File: config.mk
export PLATFORM = sky130hd
export DESIGN_NAME = matrix_loader
export DESIGN_NICKNAME = d
export VERILOG_FILES = /design/src/rtl/matrix_pkg.sv /design/src/rtl/matrix_loader.sv
export SDC_FILE = /design/constraint.sdc
export NUM_CORES = 1
export LEC_CHECK = 0
export CAP_MARGIN = 30
export CORE_MARGIN = 3
export CORE_UTILIZATION = 44
export CTS_CLUSTER_DIAMETER = 200
export DETAILED_ROUTE_END_ITERATION = 16
export GPL_TIMING_DRIVEN = 0
export PLACE_DENSITY = 0.76
export SETUP_SLACK_MARGIN = 0.4
export SLEW_MARGIN = 20
export SYNTH_ARGS = -nofsm -noshare
export SYNTH_HDL_FRONTEND = slang
export SYNTH_SLANG_ARGS = --single-unit
File: constraint.sdc
create_clock -name clk -period 2.99 [get_ports clk]
set_input_delay 0.598 -clock clk [delete_from_list [all_inputs] [get_ports clk]]
set_output_delay 0.598 -clock clk [all_outputs]
set_load 0.01 [all_outputs]
File: src/rtl/matrix_pkg.sv
// Shared constants and FSM state type for the matrix loader.
package matrix_pkg;

    localparam int DATA_W     = 8;
    localparam int N          = 5;
    localparam int NUM_ELEM   = N * N;
    localparam int ELEM_IDX_W = $clog2(NUM_ELEM);

    typedef enum logic [1:0] {
        IDLE = 2'd0,
        LOAD = 2'd1,
        HOLD = 2'd2
    } state_e;

endpackage

File: src/rtl/matrix_loader.sv
// Collects N*N streamed elements (row-major) into a parallel matrix for the inverter.
// Optional pivot-zero flag enabled by macro MATRIX_LOADER_PIVOT_CHECK_EN.
module matrix_loader #(
    parameter int DATA_W = matrix_pkg::DATA_W,
    parameter int N      = matrix_pkg::N
) (
    input  logic                     clk,
    input  logic                     rst_n,
    input  logic [DATA_W-1:0]        in_data,
    input  logic                     in_valid,
    input  logic                     in_last,
    output logic                     in_ready,
    output logic [N*N*DATA_W-1:0]    mat_data,
    output logic                     mat_valid,
    input  logic                     mat_ack,
    output logic                     frame_err,
    output logic                     pivot_zero,
    output logic [7:0]               mat_cnt
);
    import matrix_pkg::*;

    localparam int ELEMS = N * N;
    localparam int IW    = (ELEMS > 1) ? $clog2(ELEMS) : 1;

    state_e                  state_r;
    state_e                  state_s;
    logic [IW-1:0]           elem_idx_r;
    logic [IW-1:0]           elem_idx_s;
    logic                    xfer_s;
    logic                    err_s;
    logic                    ack_s;
    logic                    in_ready_r;
    logic                    mat_valid_r;
    logic                    frame_err_r;
    logic [7:0]              mat_cnt_r;
    logic [ELEMS*DATA_W-1:0] mat_data_r;

    assign xfer_s = in_valid && in_ready_r;

    // Next-state and framing check; a frame must end with in_last exactly on the final slot.
    always_comb begin
        state_s    = state_r;
        elem_idx_s = elem_idx_r;
        err_s      = 1'b0;
        ack_s      = 1'b0;
        case (state_r)
            IDLE, LOAD: begin
                if (xfer_s) begin
                    if (elem_idx_r == IW'(ELEMS - 1)) begin
                        if (in_last) begin
                            state_s = HOLD;
                        end else begin
                            err_s   = 1'b1;
                            state_s = IDLE;
                        end
                        elem_idx_s = '0;
                    end else if (in_last) begin
                        err_s      = 1'b1;
                        state_s    = IDLE;
                        elem_idx_s = '0;
                    end else begin
                        state_s    = LOAD;
                        elem_idx_s = elem_idx_r + IW'(1);
                    end
                end else begin
                    state_s = state_r;
                end
            end
            HOLD: begin
                if (mat_ack) begin
                    ack_s   = 1'b1;
                    state_s = IDLE;
                end else begin
                    state_s = HOLD;
                end
            end
            default: begin
                state_s    = IDLE;
                elem_idx_s = '0;
            end
        endcase
    end

    // State, handshake flags and handoff counter; flags are decoded from next state so they are registered.
    always_ff @(posedge clk or negedge rst_n) begin
        if (!rst_n) begin
            state_r     <= IDLE;
            elem_idx_r  <= '0;
            in_ready_r  <= 1'b1;
            mat_valid_r <= 1'b0;
            frame_err_r <= 1'b0;
            mat_cnt_r   <= 8'd0;
        end else begin
            state_r     <= state_s;
            elem_idx_r  <= elem_idx_s;
            in_ready_r  <= (state_s != HOLD);
            mat_valid_r <= (state_s == HOLD);
            frame_err_r <= err_s;
            if (ack_s) begin
                mat_cnt_r <= mat_cnt_r + 8'd1;
            end
        end
    end

    // Element register file; slots keep old contents until rewritten.
    always_ff @(posedge clk or negedge rst_n) begin
        if (!rst_n) begin
            mat_data_r <= '0;
        end else if (xfer_s) begin
            mat_data_r[elem_idx_r*DATA_W +: DATA_W] <= in_data;
        end
    end

`ifdef MATRIX_LOADER_PIVOT_CHECK_EN
    logic [DATA_W-1:0] elem0_s;
    logic              pivot_zero_r;

    // Element 0 as it will be after this edge (covers the single-element matrix case).
    always_comb begin
        if (xfer_s && (elem_idx_r == IW'(0))) begin
            elem0_s = in_data;
        end else begin
            elem0_s = mat_data_r[DATA_W-1:0];
        end
    end

    // Pivot flag captured on HOLD entry and dropped when HOLD is left.
    always_ff @(posedge clk or negedge rst_n) begin
        if (!rst_n) begin
            pivot_zero_r <= 1'b0;
        end else if ((state_r != HOLD) && (state_s == HOLD)) begin
            pivot_zero_r <= (elem0_s == '0);
        end else if (state_s != HOLD) begin
            pivot_zero_r <= 1'b0;
        end
    end

    assign pivot_zero = pivot_zero_r;
`else
    assign pivot_zero = 1'b0;
`endif

    assign in_ready  = in_ready_r;
    assign mat_valid = mat_valid_r;
    assign frame_err = frame_err_r;
    assign mat_cnt   = mat_cnt_r;
    assign mat_data  = mat_data_r;

endmodule
---- Word level (Yosys, flattened, before mapping) ----
Index checks and enable logic that the tools add are counted.
storage, ports and cells
  register bits ........................... 218
  bits of input ports ..................... 13
  output and inout bits ................... 212
operators by class
  $add $sub $neg .......................... 3
  eq/ne operators ......................... 6
  shifts and indexed selects .............. 2
  mux-type cells .......................... 18
  bitwise logic cells ..................... 1
  reductions and logical operators ........ 4
operators by type and width
  cell                        number
  $bwmux W200                 1
  $shift A8 B34 Y200 const A  1
  $shiftx A8 B34 Y200         1
  $neg A8 Y34                 1
  $mux W5                     3
  $pmux W5 S2                 1
  $add A8 B1 Y8 const B       1
  $mux W1                     8
  $mux W2                     4
  $add A5 B1 Y5 const B       1
  $eq A5 B5 Y1 const B        1
  $eq A2 B2 Y1 const B        2
  $ne A2 B2 Y1 const B        2
  $pmux W2 S2                 1
  $eq A2 B1 Y1 const B        1
  $logic_not A2 Y1            1
  $reduce_and A2 Y1           1
  $reduce_or A2 Y1            1
  $logic_and A1 B1 Y1         1
  $not A1 Y1                  1

---- Longest topological paths before layout ----
  depth in word-level cells ............... 5
  mapped depth ............................ 15
  mapped depth without buffers ............ 10

---- Least setup slack after synthesis ----
OpenSTA, ideal clock, no wires.
  kind .................................... reg-to-reg
  start ................................... register elem_idx_r[0]
  end ..................................... register mat_data_r[184], in the netlist mat_data[184]
  setup time .............................. 0.125 ns
  arrival ................................. 2.932 ns
  required time ........................... 2.865 ns
  path slack .............................. -0.066 ns
  stages on the path, launching flop included .. 14
  buffers on the path ..................... 4
  clock period less this slack ............ 3.056 ns
  cells stage by stage .................... dfrtp_1 buf_6 buf_2 inv_1 ha_1 buf_2 nand2b_1 nor2_1 ha_1 clkbuf_1 nor3_2 nand2_1 nor3_4 mux2_2
between the ends
  cells in the longest elaborated chain, start to end .. 3
ends and longest elaborated chain
  what                                                              RTL line              text
  start, declared                                                   matrix_loader.sv:27   logic [IW-1:0] elem_idx_r;
  start signal, assigned                                            matrix_loader.sv:95   elem_idx_r <= elem_idx_s;
  $neg A8 Y34 (*)                                                   matrix_loader.sv:110  mat_data_r[elem_idx_r*DATA_W +: DATA_W] <= in_data;
  $shiftx A8 B34 Y200 / $shift A8 B34 Y200 (equally long branches)  matrix_loader.sv:110
  $bwmux W200 (*)                                                   matrix_loader.sv:110
  end signal, assigned by index                                     matrix_loader.sv:110
  end, declared                                                     matrix_loader.sv:36   logic [ELEMS*DATA_W-1:0] mat_data_r;
Mark *: on every way between the ends. The rest lies on a longest branch, timed or not.
A chain may end at the register's enable or synchronous reset.

---- Worst setup path after layout ----
  start ................................... register elem_idx_r[0]
  end ..................................... register mat_data_r[186], in the netlist mat_data[186]
The elaborated chain is that of the path after synthesis.

==> summary.md <==
| Metric | Value |
|---|---|
| Status | finished, final reports clean |
| Detailed Place HPWL | 16,340 um |
| Final layout net count | 970 |
| Area contributors post-synth | dfrtp_1 61%, mux2_2 20%, nand2_1 3.2%, o21ai_0 2.1%, and2_1 1.3% |
| Number of logic stages on the critical path including buffering | 14 |
| Capturing element of the worst setup path | mat_data[186] |
| Vias in the first global route | 6,659 |
| Total die area | between 20,000 and 25,000 sq um |
| Clock buffer count from CTS | 23 |
| Detailed-route vias per instance | 5.200 |
| Wire length of the first global-routing pass | 37,450 um |
| ANT nets after route | 0 |
| Sequential element share of the synthesized area | between 60% and 70% |
| Port bufs | 223 |
| Actual slew at the worst max-slew pin | 0.5210 ns |
| Setup repair after global routing missed its margin | true |
| Deepest clock path buffer count | 3 |
| Max-cap viol count | 0 |
| Initial antenna violation count | 0 |
| Top library cells by usage in the layout, fill and taps aside | 222 x clkdlybuf4s50_1, 216 x dfrtp_1, 112 x mux2_2, 65 x nand2_1, 50 x mux2_4 |
| Total I/O pin count | 225 |
| Clock edge transition at the registers on the reported setup and hold paths | 0.06 ns |
| Worst slew slack as a fraction of its limit | 65.26% |
| All-Layer GR Usage | 21.42% |
| Number of fillers in the final layout | 1,457 |
| Summed instance area of the synthesized netlist | 8951 sq um |
| Async set-reset flop share out of synthesis | 100.0% |
| Die X-Extent | 148.6 um |
| Worst path max stage delay | around 0.39 ns |
| Core Box Area | ~20,000 sq um |
| Leakage power figure | around 5.9 nW |
| Critical register-to-register path startpoint | elem_idx_r[0] |
| Clk_skew | 0.01348 ns |
| Hold violation total from the final report | 0 |
| Share of the synthesized area in the top cell type | ~60% |
| Mapped Avg Cell Area | 13.46 sq um |
| Final number of setup-violating endpoints | 0 |
| Power Density | 526.9 nW/um^2 |
| Fmax | 374.0 MHz |
| Cell-by-cell trace of the critical path | buf_6 > buf_8 > inv_4 > ha_4 > buf_8 > nand2b_4 > nor2_4 > ha_4 > buf_8 > nor3_4 > nand2_2 > nor3_4 > buf_12 > mux2_4 |
| Number of cells traversed by the worst register-to-register path | 14 |
| Mapped Nets | 684 |
| Clock tree from TritonCTS | built |
| Starting density of the core | 45.40% |
| Crit path max fanout | 8 |
| Final critical-path share of the clock period | 89.43% |
| Most repeated library cell on the critical path | buf_8 |
| Critical path data arrival time | 3.05 ns |
| Cell with the largest stage delay on the worst path | dfrtp_1 |
| Most instantiated flip-flop cell in the synthesis netlist | dfrtp_1 |
| Die Ht | around 150 um |
| Grt total ovfl | 0 |
| Startpoint of the most critical setup path | elem_idx_r[0] |
| Final slew viol count | 0 |
| Number of optimization iterations in the first detailed-route pass | 4 |
| Final Critical Period | 2.674 ns |
| Worst-Skew Late Latency | around 0.5 ns |
| Post-layout util | 66.96% |
| Most area-hungry cell type in the Yosys netlist | dfrtp_1 |
| Kind of cell adding the most delay to the critical path | simple AND/OR/NAND/NOR gates |
| Number of flops mapped to enable cells by yosys | 0 |
| Most common cell after layout, fill and taps aside | clkdlybuf4s50_1 |
| Final wirelength | 24,260 um |
| Slack of the worst reg-to-reg path | around 0.32 ns |
| WL/cell | 19.76 um |
| CTS HTree Levels | 1 |
| Worst vdd ir | 0.3642 mV |
| Starting DRC count in detailed routing | 209 |
| Clock sink count | 218 |
| Vias post-DR | 6,386 |
| Residual DRC count | 0 |
| Synth unique cells | 51 |
| Final weighted congestion in routability-driven placement | slightly above 0.8 |
| Cell count after synthesis | 665 |
| Largest net degree at the start of global routing | 86 |
| Capturing point of the worst reg2reg path | mat_data[186] |
| Fraction of final layout cells sized beyond drive strength 1 | between 30 and 40% |
| Count of state elements after synthesis | roughly 220 |
| Worst EP required | about 3.4 ns |
| Startpoint class of the critical path | flop |
| Crit Path Class | reg2reg |
| Capturing element type of the critical path | flop |
| Synthesis-to-layout area growth | 47.50% |
| Warnings, synthesis | 0 |
| Cell Rows | 51 |
| Path category of the worst min-delay check | in2async |
| Total inserted antenna cells | 0 |
| Clock root buffer master | clkbuf_16 |
| Tightest hold margin | around 0.05 ns |
| Number of buffer and inverter stages on the critical path | 6 |
==> power breakdown <==
group	leakage, nW	switching [mW]	internal (mW)
sequential	3.03	0.0792	3.07
combinational	2.54	0.553	0.508
clock	0.359	1.14	1.61
total	5.92	1.77	5.18
==> how the worst min path moves through the flow <==
stage	start	endpoint	slack, ns
final	rst_n	mat_data[15]	0.05
after global routing	rst_n	mat_cnt[3]	0.09
after CTS	rst_n	elem_idx_r[2]	0.06
after detailed placement	mat_cnt[7]	mat_cnt[7]	0.47
after global placement	mat_data[19]	mat_data[19]	0.46
after floorplan	rst_n	elem_idx_r[0]	0.30
==> sequential cells by signal (all words and copies together) (netlist names) <==
register	count
elem_idx_r	5
frame_err	1
in_ready	1
mat_cnt	8
mat_data	200
mat_valid	1
state_r	2
==> worst reg2reg max path: cells and delay by family (launching register included) <==
kind | cells | cell delay, ns
muxes | 1 | 0.31
buffers and inverters | 6 | 0.70
adders and majority gates | 2 | 0.33
and+or+nand+nor | 5 | 0.85
DFF | 1 | 0.39
==> what timing repair did <==
item / in CTS / in global routing
setup buffers: 30 / 5
endpoints found under the hold margin: 0 / 0
resized for setup: 22 / 62
hold buffers: 0 / 0
setup endpoints to repair: 178 / 175
pin swaps: 33 / 16
cloned: 1 / 0
==> metal layers <==
| metal | track usage, % | up-vias | wire length, um |
|---|---|---|---|
| met3 | 5.576 | 40 | 1961 |
| met5 | 0 | - | 0 |
| met1 | 28.62 | 3262 | 10140 |
| met2 | 35.67 | 211 | 11640 |
| li1 | - | 2873 | - |
| met4 | 4.434 | 0 | 527 |
==> cell families after synthesis <==
| family | share of synthesized area, % |
|---|---|
| mux | 20.72 |
| other cells | 0.04189 |
| fa+ha+maj | 0.8387 |
| flops | 60.96 |
| simple gates | 10.68 |
| buf+inv | 1.845 |
| xor+xnor | 0.9785 |
| compound gates | 3.942 |
==> synthesized netlist by cell type (all sizes together) (2+ instances only) <==
library cell and instances:
nand3b 3, or4 2, and3 2, nand2b 2
and2 18, o22ai 2, buf 13, nand4 5
ha 6, mux2 162, nor3 6, clkbuf 12
inv 8, xnor2 7, nand3 11, o21ai 46
o22a 2, nand2 77, nor2 39, xor2 3
a21oi 2, nor2b 3, mux2i 3, dfrtp 217
==> per-stage QoR <==
stage | TNS [ns] | cells | setup WS (ns) | power, mW | cell area [sq um]
global placement | -1715.21 | 1153 | -7.882 | 4.065 | 11690
floorplan | 0 | 665 | 0.1396 | 3.646 | 9129
CTS | 0 | 1223 | 0.3189 | 6.934 | 12970
global route | 0 | 1228 | 0.2341 | 7.218 | 13200
finish | 0 | 1228 | 0.3160 | 6.956 | 13200
detailed placement | -6.608 | 1155 | -0.2331 | 4.088 | 11750
==> area by class of cell <==
| type | count | area (sq um) | area share (%) |
|---|---|---|---|
| Clock buffer | 29 | 648.1 | 4.909 |
| Multi-Input combinational cell | 414 | 3719 | 28.17 |
| Tap cell | 265 | 331.6 | 2.511 |
| Buffer | 25 | 177.7 | 1.346 |
| Timing Repair Buffer | 261 | 2765 | 20.94 |
| Sequential cell | 218 | 5458 | 41.34 |
| Clock inverter | 8 | 71.32 | 0.5402 |
| Inverter | 8 | 32.53 | 0.2464 |
Power figures use the tool's default switching activity.
